File: src/rtl/mips_run_pkg.sv
// mips_run_pkg: shared state encoding and default parameters for the run controller.
package mips_run_pkg;
    typedef enum logic [2:0] {S_IDLE, S_RESET, S_RUN, S_DONE, S_TIMEOUT} state_e;
    localparam int DEF_PC_WIDTH    = 32;
    localparam int DEF_CNT_WIDTH   = 32;
    localparam int DEF_RST_CYCLES  = 4;
    localparam int DEF_HALT_REPEAT = 3;
    localparam int DEF_MAX_CYCLES  = 100000;
endpackage

File: src/rtl/mips_run_ctrl_sat_counter.sv
// sat_counter: clearable, enabled up-counter that sticks at all-ones.
module sat_counter #(
    parameter int W = 32
) (
    input  logic         clk,
    input  logic         rst_n,
    input  logic         clr_i,
    input  logic         en_i,
    output logic [W-1:0] cnt_o
);
    logic [W-1:0] cnt_q;
    always_ff @(posedge clk or negedge rst_n)
        if (!rst_n) cnt_q <= '0;
        else if (clr_i) cnt_q <= '0;
        else if (en_i && cnt_q != '1) cnt_q <= cnt_q + 1'b1;
    assign cnt_o = cnt_q;
endmodule

File: src/rtl/mips_run_ctrl.sv
// mips_run_ctrl: sequences core reset/run, counts cycles and retirements,
// and ends the run on a same-PC self-loop halt or a cycle-budget timeout.
module mips_run_ctrl import mips_run_pkg::*; #(
    parameter int PC_WIDTH    = DEF_PC_WIDTH,
    parameter int CNT_WIDTH   = DEF_CNT_WIDTH,
    parameter int RST_CYCLES  = DEF_RST_CYCLES,
    parameter int HALT_REPEAT = DEF_HALT_REPEAT,
    parameter int MAX_CYCLES  = DEF_MAX_CYCLES
) (
    input  logic                 clk,
    input  logic                 reset,
    input  logic                 start,
    input  logic                 abort,
    input  logic [PC_WIDTH-1:0]  pc,
    input  logic                 retire,
    output logic                 core_reset,
    output logic                 running,
    output logic                 done,
    output logic                 timeout,
    output logic [CNT_WIDTH-1:0] cycle_cnt,
    output logic [CNT_WIDTH-1:0] instr_cnt,
    output logic [PC_WIDTH-1:0]  last_pc
);
    localparam int RCW = $clog2(RST_CYCLES + 1);
    localparam int HRW = $clog2(HALT_REPEAT + 1);

    if (RST_CYCLES < 1) begin : g_bad_rst
        $error("RST_CYCLES must be >= 1");
    end
    if (HALT_REPEAT < 1) begin : g_bad_halt
        $error("HALT_REPEAT must be >= 1");
    end
    if (MAX_CYCLES < 1 || (CNT_WIDTH < 31 && MAX_CYCLES >= (1 << CNT_WIDTH))) begin : g_bad_max
        $error("MAX_CYCLES must be >= 1 and < 2**CNT_WIDTH");
    end

    state_e              state_q, state_d;
    logic [RCW-1:0]      rst_cnt_q, rst_cnt_d;
    logic [HRW-1:0]      rep_q, rep_d;
    logic [PC_WIDTH-1:0] last_pc_q, last_pc_d;
    logic                seen_q, seen_d;
    logic                in_run, go, retire_run, halt, budget;

    always_comb begin
        in_run     = state_q == S_RUN;
        go         = start && !abort && state_q inside {S_IDLE, S_DONE, S_TIMEOUT};
        retire_run = in_run && retire;
        state_d    = state_q;
        rst_cnt_d  = rst_cnt_q;
        rep_d      = rep_q;
        last_pc_d  = last_pc_q;
        seen_d     = seen_q;
        if (retire_run) begin
            rep_d     = (seen_q && pc == last_pc_q) ? rep_q + 1'b1 : '0;
            last_pc_d = pc;
            seen_d    = 1'b1;
        end
        halt   = retire_run && rep_d == HRW'(HALT_REPEAT);
        budget = in_run && cycle_cnt >= CNT_WIDTH'(MAX_CYCLES - 1);
        if (go) begin
            state_d   = S_RESET;
            rst_cnt_d = RCW'(RST_CYCLES - 1);
            rep_d     = '0;
            last_pc_d = '0;
            seen_d    = 1'b0;
        end else if (abort && (state_q == S_RESET || in_run)) begin
            state_d = S_IDLE;
        end else if (state_q == S_RESET) begin
            rst_cnt_d = rst_cnt_q - 1'b1;
            state_d   = rst_cnt_q == '0 ? S_RUN : S_RESET;
        end else if (halt) begin
            state_d = S_DONE;
        end else if (budget) begin
            state_d = S_TIMEOUT;
        end
    end

    always_ff @(posedge clk or negedge reset)
        if (!reset) begin
            state_q   <= S_IDLE;
            rst_cnt_q <= '0;
            rep_q     <= '0;
            last_pc_q <= '0;
            seen_q    <= 1'b0;
        end else begin
            state_q   <= state_d;
            rst_cnt_q <= rst_cnt_d;
            rep_q     <= rep_d;
            last_pc_q <= last_pc_d;
            seen_q    <= seen_d;
        end

    sat_counter #(.W(CNT_WIDTH)) u_cycle_cnt (
        .clk(clk), .rst_n(reset), .clr_i(go), .en_i(in_run), .cnt_o(cycle_cnt)
    );
    sat_counter #(.W(CNT_WIDTH)) u_instr_cnt (
        .clk(clk), .rst_n(reset), .clr_i(go), .en_i(retire_run), .cnt_o(instr_cnt)
    );

    assign core_reset = state_q != S_RUN;
    assign running    = in_run;
    assign done       = state_q == S_DONE;
    assign timeout    = state_q == S_TIMEOUT;
    assign last_pc    = last_pc_q;
endmodule

File: config.mk
export PLATFORM = sky130hd
export DESIGN_NAME = mips_run_ctrl
export DESIGN_NICKNAME = d
export VERILOG_FILES = /design/src/rtl/mips_run_pkg.sv /design/src/rtl/mips_run_ctrl_sat_counter.sv /design/src/rtl/mips_run_ctrl.sv
export SDC_FILE = /design/constraint.sdc
export NUM_CORES = 1
export LEC_CHECK = 0
export ABC_AREA = 1
export CORE_MARGIN = 4
export CORE_UTILIZATION = 45
export DETAILED_ROUTE_END_ITERATION = 12
export GPL_TIMING_DRIVEN = 0
export PLACE_DENSITY = 0.77
export SYNTH_ARGS = -nofsm -noshare
export SYNTH_HDL_FRONTEND = slang
export SYNTH_SLANG_ARGS = --single-unit
File: constraint.sdc
create_clock -name clk -period 5.6 [get_ports clk]
set_input_delay 1.12 -clock clk [delete_from_list [all_inputs] [get_ports clk]]
set_output_delay 1.12 -clock clk [all_outputs]
set_load 0.03 [all_outputs]
### Word-level counts from Yosys, hierarchy flattened

Cells that the tools add are included.

* $add $sub $neg: 4
* $mul: 0
* divide/modulo/power cells: 0
* order comparisons: 1
* eq/ne operators: 10
* shift-type cells: 0
* multiplexer cells: 20
* bitwise logic cells: 0
* reduce and logical (&&, ||, !) cells: 20

Operators by type and width (number)
* 32-bit 2-to-1 mux: 6
* 32-bit by 1-bit adder with 32-bit output (second input constant): 2
* 32-bit inequality test (second input constant): 2
* 32-bit equality test: 1
* 32-bit by 17-bit >= comparator with 1-bit output (second input constant): 1
* 3-bit 2-to-1 mux: 8
* 1-bit logical AND: 9
* 2-bit 2-to-1 mux: 4
* 2-bit nonzero test: 4
* 3-bit by 2-bit equality test with 1-bit output (second input constant): 2
* 3-bit logical NOT: 2
* 5-bit nonzero test: 1
* 3-bit by 1-bit equality test with 1-bit output (second input constant): 1
* 3-bit equality test (second input constant): 1
* 3-bit by 2-bit inequality test with 1-bit output (second input constant): 1
* 3-bit nonzero test: 1
* 3-bit by 1-bit subtractor with 3-bit output (second input constant): 1
* 2-bit by 1-bit adder with 2-bit output (second input constant): 1
* 2-bit equality test (second input constant): 1
* 1-bit 2-to-1 mux: 2
* 2-bit inequality test (second input constant): 1
* 2-bit AND reduction: 1
* 1-bit logical NOT: 1
* 1-bit logical OR: 1

* flip-flop bits (word level): 105
* latch bits: 0
* bits in writable memories: 0
* bits in read-only memories: 0
* input bits: 37
* output and inout port bits: 100
* logic and storage cells: 62
* memories: 0

### Logic depth before layout (Yosys ltp)

Gate-level depths: netlist of run 1.

* depth after elaboration: 10
* mapped depth: 15
* gate-level depth less buffers: 14

### Modules after synthesis

A second synthesis of run 1 with hierarchy kept.

* cells, all modules: 1013
* area, all modules: 7031.7 um^2

By module, submodules not included
* sat_counter: instances 2, cells each 345, area an instance 2243.4 um^2, sequential area each 800.8 um^2
* mips_run_ctrl: instances 1, cells each 323, area an instance 2544.9 um^2, sequential area each 1026.0 um^2

### Worst setup path before layout of run 1

No wires, ideal clock.

* kind: input-to-reg
* start: input abort
* end: register u_instr_cnt.cnt_q[24] (netlist: u_instr_cnt.cnt_o[24])
* setup time: 0.136 ns
* arrival: 2.062 ns
* required time: 5.464 ns
* slack: 3.401 ns
* cell stages on the path: 9
* path buffers: 2
* cells stage by stage: inv_1 > nand3_1 > clkbuf_1 > nand2_1 > buf_2 > nand2_1 > inv_2 > o21bai_1 > a21oi_1

* cells in the longest elaborated chain, start to end: 4
* elaborated cells between the ends (all ways): 5
* those cells by class: 1 x mux; 4 x reduce/logical

Ends and longest elaborated chain
* start: declaration: RTL line mips_run_ctrl.sv:13 `input logic abort,`
* 1-bit logical NOT (*): RTL line mips_run_ctrl.sv:46 `go = start && !abort && state_q inside {S_IDLE, S_DONE, S_TIMEOUT};`
* 1-bit logical AND (*) (2 in a row): RTL line mips_run_ctrl.sv:46
* 32-bit 2-to-1 mux or 2-bit nonzero test (tied branches)
* end signal: assignment: RTL line mips_run_ctrl_sat_counter.sv:15 `else if (en_i && cnt_q != '1) cnt_q <= cnt_q + 1'b1;`
* end: declaration: RTL line mips_run_ctrl_sat_counter.sv:11 `logic [W-1:0] cnt_q;`

Every way passes the cells marked *; elsewhere a longest branch is shown, timed or not.
A chain may end at the register's enable or synchronous reset.

### Final worst setup path of run 1

* start: register state_q[1]
* end: output running

* cells in the longest elaborated chain, start to end: 1

Ends and longest elaborated chain
* start: declaration: RTL line mips_run_ctrl.sv:37 `state_e state_q, state_d;`
* start signal: assignment: RTL line mips_run_ctrl.sv:86 `state_q <= state_d;`
* 3-bit by 2-bit equality test with 1-bit output: RTL line mips_run_ctrl.sv:45 `in_run = state_q == S_RUN;`
* end: declaration: RTL line mips_run_ctrl.sv:17 `output logic running,`

Every way passes these cells.

==> results.cfg, run 1 <==
[floorplan]
die-area_um2 = 16000
fp.dieH_um = 127
start_util_pct = 45.7
ios = 137
die_x_um = 127
coreArea_um2 = 13800
fp-row-count = 43

[global_route]
grt_util_met1_pct = 32.1
grt.overflow.total = 0
busiest_layer = met2
use_met2_pct = 36.9
gr-usage-met3_pct = 5.56
grt_pass1_vias = 6138
antenna_found_initial = 0
grt_max_degree = 71
grtUsageTotal_pct = 23.5
grt_pass1_wl_mm = 30.5

[place]
pre_cts_ws_ps = 2310
dp_hpwl_mm = 14.0
gp_congestion = 0.942
port_buffers = 136
dp.cells = 1211

[min_path]
hold_depth = 2
min_path_type = register to register
worstHoldStart = rst_cnt_q[2]
whs_endpoint = rst_cnt_q[2]

[clock_tree]
root_buffer = clkbuf_16
clock_latency_ps = 350
clk_pin_slew_ps = 60
cts_tree = yes
post-cts-setup-buffers = 0
cts_hold_buf = 0
cts_buffer_depth = 2
h-tree-depth = 3
cts_sinks = 105
cts_made_buffers = 9
cts.repair.resized = 0

[timing]
period_needed_ps = 3010
fin_worst_skew_ps = 8.26
drv_slew = 0
fmax_mhz = 333
setup_viol = 0
setup_tns_ps = 0
timing.final.ws_setup_ps = 2590
maxSlewHeadroom_pct = 39.2
rsz0062_at_grt = no
hold_viol = 0
tightest_slew_ps = 904
finalCritPeriodShare_pct = 53.7

[synthesis]
avgSynthCellArea_um2 = 7.07
seq_area_frac_synth_pct = 41.6
synth.distinct_cells = 43
netlist_area_um2 = 6320
synthFlopType = dfrtp_1
synth_fa_ha_area_share_pct = 0.792
synth_compound_area_share_pct = 10.9
synth_edf_count = 0
synthXorXnorAreaFrac_pct = 4.02
synth-async-reset-ratio_pct = 100
yosys.area_share.simple_pct = 32.8
syn_nets = 935
yosys-mux-area-fraction_pct = 0
ys_ff_latch = 105
synth_top_family_by_area = simple AND/OR/NAND/NOR gates
yosys_warnings = 0
synthCells = 894

[detailed_routing]
drc_errors = 0
vias = 6385
first_iter_violations = 455
wire_per_inst_um = 15.1
ant_nets = 0
drtPass1Iterations = 6
routed_wl_mm = 18.5
vias_per_cell = 5.20

[power_and_ir_drop]
p_sw_mw = 1.51
ir_drop_v = 0.000280
p_sw_share_pct = 43.0
combPwrFrac_pct = 45.4
seq_power_share_pct = 33.3
power.density_nw_per_um2 = 423
p_clk_share_pct = 21.3
p_leak_nw = 3.77
p_int_mw = 2.00

[worst_setup_path]
r2r_slack_ps = 3180
worst_setup_path_end_kind = output pin
startpoint_type = register
critPathKind = register to output pin
crit_required_ps = 4480
rr_worst_depth = 15
r2r_end = u_cycle_cnt.cnt_o[30]
r2r_start = u_cycle_cnt.cnt_o[1]
arrival_ps = 1890
cp_max_fo = 4

[final_layout]
nNetsFinal = 1083
finalNonFillerCells = 1227
finish.utilization_pct = 59.9
drive_gt1_share_pct = 5.44
n_antenna_cell = 0
area_growth_pct = 31.1

[status]
outcome = complete, no violations

[run]
max_cap_viol_count = 0
==> stage by stage <==
| stage | total power, mW | area, um2 | hold slack [ps] |
|---|---|---|---|
| 2_1_floorplan | 2.12 | 6320 | 453 |
| 6_report | 3.51 | 8290 | 488 |
| 3_5_place_dp | 2.77 | 7930 | 478 |
| 3_3_place_gp | 2.74 | 7910 | 472 |
| 5_1_grt | 3.73 | 8290 | 546 |
| 4_1_cts | 3.53 | 8290 | 494 |
==> cell type report <==
class | instances | area, um2
Clock inverter | 6 | 114
Multi-Input combinational cell | 626 | 3070
Fill cell | 1300 | 5540
Sequential cell | 105 | 2630
Inverter | 142 | 533
Tap cell | 180 | 225
Clock buffer | 10 | 239
Timing Repair Buffer | 137 | 1390
Buffer | 21 | 95.1
==> Yosys cell counts, types with 2 or more instances <==
master | instances | area [um2]
a22oi_1 | 2 | 15.0
o21bai_1 | 2 | 15.0
a21oi_1 | 22 | 110
o21ai_2 | 8 | 70.1
nor4_1 | 7 | 43.8
ha_1 | 4 | 50.1
nand2_1 | 238 | 893
nor2_1 | 98 | 368
xor2_1 | 23 | 201
dfrtp_1 | 105 | 2630
nand2_2 | 2 | 12.5
nor3_1 | 34 | 170
o31ai_1 | 8 | 60.1
o21ai_0 | 34 | 170
nor2_2 | 2 | 12.5
clkbuf_1 | 12 | 45.0
nand3b_1 | 2 | 15.0
inv_2 | 16 | 60.1
nor3b_1 | 2 | 15.0
buf_1 | 3 | 11.3
o21a_1 | 2 | 15.0
nand3_1 | 56 | 280
o22ai_1 | 23 | 144
o21ai_1 | 10 | 50.1
and3_1 | 2 | 12.5
buf_2 | 4 | 20.0
nand4_1 | 28 | 175
inv_1 | 125 | 469
xnor2_1 | 6 | 52.6
==> power by group through the flow <==
stage	clock, mW	combinational, mW	sequential (mW)
final	0.748	1.59	1.17
after detailed placement	0	1.60	1.17
after global routing	0.794	1.74	1.20
after global placement	0	1.57	1.17
after CTS	0.759	1.61	1.16
after floorplan	0	0.672	1.45
==> metal layers <==
| layer | wire, um | part of all wire (%) |
|---|---|---|
| met2 | 8370 | 45 |
| met1 | 8350 | 45 |
| met4 | 418 | 2.3 |
| met5 | 0 | 0 |
| met3 | 1400 | 7.5 |
==> placed cells by master, fill, tap and decap left out, types with 3 or more instances in the layout <==
cell / count
nand3_1: 56
buf_2: 4
xor2_1: 23
o31ai_1: 8
o21ai_1: 10
o21ai_2: 8
inv_2: 16
nor3_1: 34
a21oi_1: 22
nor2_1: 98
o22ai_1: 23
ha_1: 4
clkbuf_1: 12
nand2_1: 238
bufinv_16: 3
nor4_1: 7
dfrtp_1: 105
inv_1: 125
buf_1: 3
o21ai_0: 34
clkdlybuf4s50_1: 135
xnor2_1: 6
clkbuf_16: 9
nand4_1: 28
==> how the worst max path moves through the flow <==
stage	startpoint	to	slack, ps
after global placement	reset	last_pc[12]	-650
after global routing	abort	u_instr_cnt.cnt_o[12]	2440
after floorplan	abort	u_instr_cnt.cnt_o[24]	3400
after detailed placement	abort	u_instr_cnt.cnt_o[12]	2310
final	state_q[1]	running	2590
after CTS	state_q[1]	running	2580
==> logic make-up (layout without fill, tap and decap cells) <==
group	Yosys count	in the layout
compound gates	116	116
xor+xnor	29	29
fa+ha+maj	4	4
buf+inv	163	316
flops	105	105
simple gates	477	477
==> critical path: stages, from the launching register on <==
cell             delay (ps)
dfrtp_1                 400
inv_1                    50
nor2_1                  130
nand2_1                 120
inv_2                   150
clkdlybuf4s50_1         690
==> flip-flops by register name, summed over array words and instances, names as in the netlist <==
| signal | flops |
|---|---|
| rst_cnt_q | 3 |
| seen_q | 1 |
| u_cycle_cnt.cnt_o | 32 |
| u_instr_cnt.cnt_o | 32 |
| state_q | 3 |
| rep_q | 2 |
| last_pc | 32 |
(Power assumes the default switching activity.)
==> run 2: changes to the inputs <==
--- a/config.mk
+++ b/config.mk
@@ -10,7 +10,7 @@
 export CORE_UTILIZATION = 45
 export DETAILED_ROUTE_END_ITERATION = 12
 export GPL_TIMING_DRIVEN = 0
-export PLACE_DENSITY = 0.77
+export PLACE_DENSITY = 0.8
 export SYNTH_ARGS = -nofsm -noshare
 export SYNTH_HDL_FRONTEND = slang
 export SYNTH_SLANG_ARGS = --single-unit
==> constraint.sdc (replaced) <==
create_clock -name clk -period 2.6 [get_ports clk]
set_input_delay 0.52 -clock clk [delete_from_list [all_inputs] [get_ports clk]]
set_output_delay 0.52 -clock clk [all_outputs]
set_load 0.03 [all_outputs]
==> run 2 against run 1 <==
First-iteration DRC count rose by 25%. Wire length rose by 0.93%. Flip-flop and latch count unchanged. Register-to-register slack worse by 2900 ps. Critical path type unchanged. Largest cell class unchanged.
==> results.cfg, run 2 (same netlist as run 1, synthesis figures left out) <==
[floorplan]
fp.dieH_um = 127
die_x_um = 127
start_util_pct = 45.7
die-area_um2 = 16000
coreArea_um2 = 13800
fp-row-count = 43
ios = 137

[clock_tree]
root_buffer = clkbuf_16
h-tree-depth = 3
cts_hold_buf = 0
cts_sinks = 105
cts_made_buffers = 9
cts_buffer_depth = 2
clock_latency_ps = 360
clk_pin_slew_ps = 70
cts.repair.resized = 0
post-cts-setup-buffers = 0
cts_tree = yes

[final_layout]
nNetsFinal = 1083
layout_common_cells = nand2_1 (238), clkdlybuf4s50_1 (135), inv_1 (125)
drive_gt1_share_pct = 5.16
final_common_cell = nand2_1
area_growth_pct = 30.4
fillers = 1284
n_antenna_cell = 0
finalNonFillerCells = 1226

[detailed_routing]
drtPass1Iterations = 5
ant_nets = 0
vias_per_cell = 5.25
first_iter_violations = 567
routed_wl_mm = 18.7
drc_errors = 0
wire_per_inst_um = 15.3
vias = 6442

[power_and_ir_drop]
power.density_nw_per_um2 = 901
ir_drop_v = 0.000600
p_leak_nw = 3.76

[worst_setup_path]
startpoint_type = register
arrival_ps = 1890
worstPathCellList = inv_1, nor2_1, nand2_1, inv_2, clkdlybuf4s50_1
cp_max_fo = 4
cp_slowest_stage_delay_ps = 690
worst_setup_path_end_kind = output pin
crit_required_ps = 2080
critPathKind = register to output pin
critical_path.slowest_cell = clkdlybuf4s50_1

[global_route]
grt_pass1_vias = 6153
grt.overflow.total = 0
grt_max_degree = 65
antenna_found_initial = 0
grt_pass1_wl_mm = 30.7
grtUsageTotal_pct = 23.7

[min_path]
min_path_type = input port to async pin

[timing]
setup_viol = 0
tightest_slew_ps = 929
setup_tns_ps = 0
fmax_mhz = 415
rsz0062_at_grt = no
maxSlewHeadroom_pct = 37.5
finalCritPeriodShare_pct = 92.6
drv_slew = 0
period_needed_ps = 2410
hold_viol = 0
fin_worst_skew_ps = 9.38

[run]
max_cap_viol_count = 0

[place]
port_buffers = 136
dp.cells = 1211
dp_hpwl_mm = 14.3
gp_congestion = 0.906

[status]
outcome = complete, no violations
## run 2: changes by cell type in the layout (fill, tap and decap cells not counted)
| cell | change |
|---|---|
| clkinvlp_4 | -2 |
| clkbuf_1 | +2 |
| clkinv_2 | +1 |
| bufinv_16 | -1 |
| inv_6 | -1 |
## run 2: final timing paths
check | cells past startpoint | slack, ps | to | start
worst max-delay path | 5 | 190 | running | state_q[1]
worst min-delay path | 1 | 150 | u_cycle_cnt.cnt_o[29] | reset
worst max register to register | 15 | 250 | u_cycle_cnt.cnt_o[28] | u_cycle_cnt.cnt_o[1]
worst min register to register | 2 | 490 | rst_cnt_q[2] | rst_cnt_q[2]
max in group asynchronous | 2 | 1720 | u_instr_cnt.cnt_o[6] | reset
min in group clk | 2 | 490 | rst_cnt_q[2] | rst_cnt_q[2]
## run 2: layer usage
layer  GRT usage [%]  wire (um)
met4            6.37        330
met5               0          0
met2            38.1       8630
met3            6.57       1750
met1            31.7       8000
## run 2: through the flow
stage	setup WS [ps]	hold WS (ps)	util (%)	area, um2	power, mW
global placement	-3050	470	57.2	7910	5.93
CTS	153	165	59.6	8250	7.47
global route	63.7	188	59.6	8250	7.87
floorplan	424	224	-	6320	4.57
detailed placement	-163	482	57.4	7930	5.98
finish	193	153	59.6	8250	7.43
## run 2: layout make-up
type | instances | area, um2 | area share, %
multi-input cells | 626 | 3070 | 37.2
flip-flops and latches | 105 | 2630 | 31.9
repair buffers | 137 | 1390 | 16.8
inverters | 142 | 533 | 6.46
clock buffers | 12 | 246 | 2.99
well taps | 180 | 225 | 2.73
plain buffers | 21 | 95.1 | 1.15
clock inverters | 3 | 65.1 | 0.789
## run 2: worst max-delay path: cells and delay by family (launching register included)
kind / cells / cell delay (ps)
buffers and inverters: 3 / 900
DFF: 1 / 390
and+or+nand+nor: 2 / 230
## run 2: where the power goes
part	leakage (nW)	switching (mW)	internal, mW
Combinational	2.18	2.17	1.28
Sequential	1.42	0.452	2.05
Clock	0.153	0.609	0.865
Total	3.76	3.23	4.20
==> run 3: changes to the inputs <==
--- a/config.mk
+++ b/config.mk
@@ -8,6 +8,7 @@
 export ABC_AREA = 1
 export CORE_MARGIN = 4
 export CORE_UTILIZATION = 45
+export CTS_CLUSTER_SIZE = 10
 export DETAILED_ROUTE_END_ITERATION = 12
 export GPL_TIMING_DRIVEN = 0
 export PLACE_DENSITY = 0.8
==> results of run 3 <==
The final DEF is identical to that of run 2; final timing and power are the same.
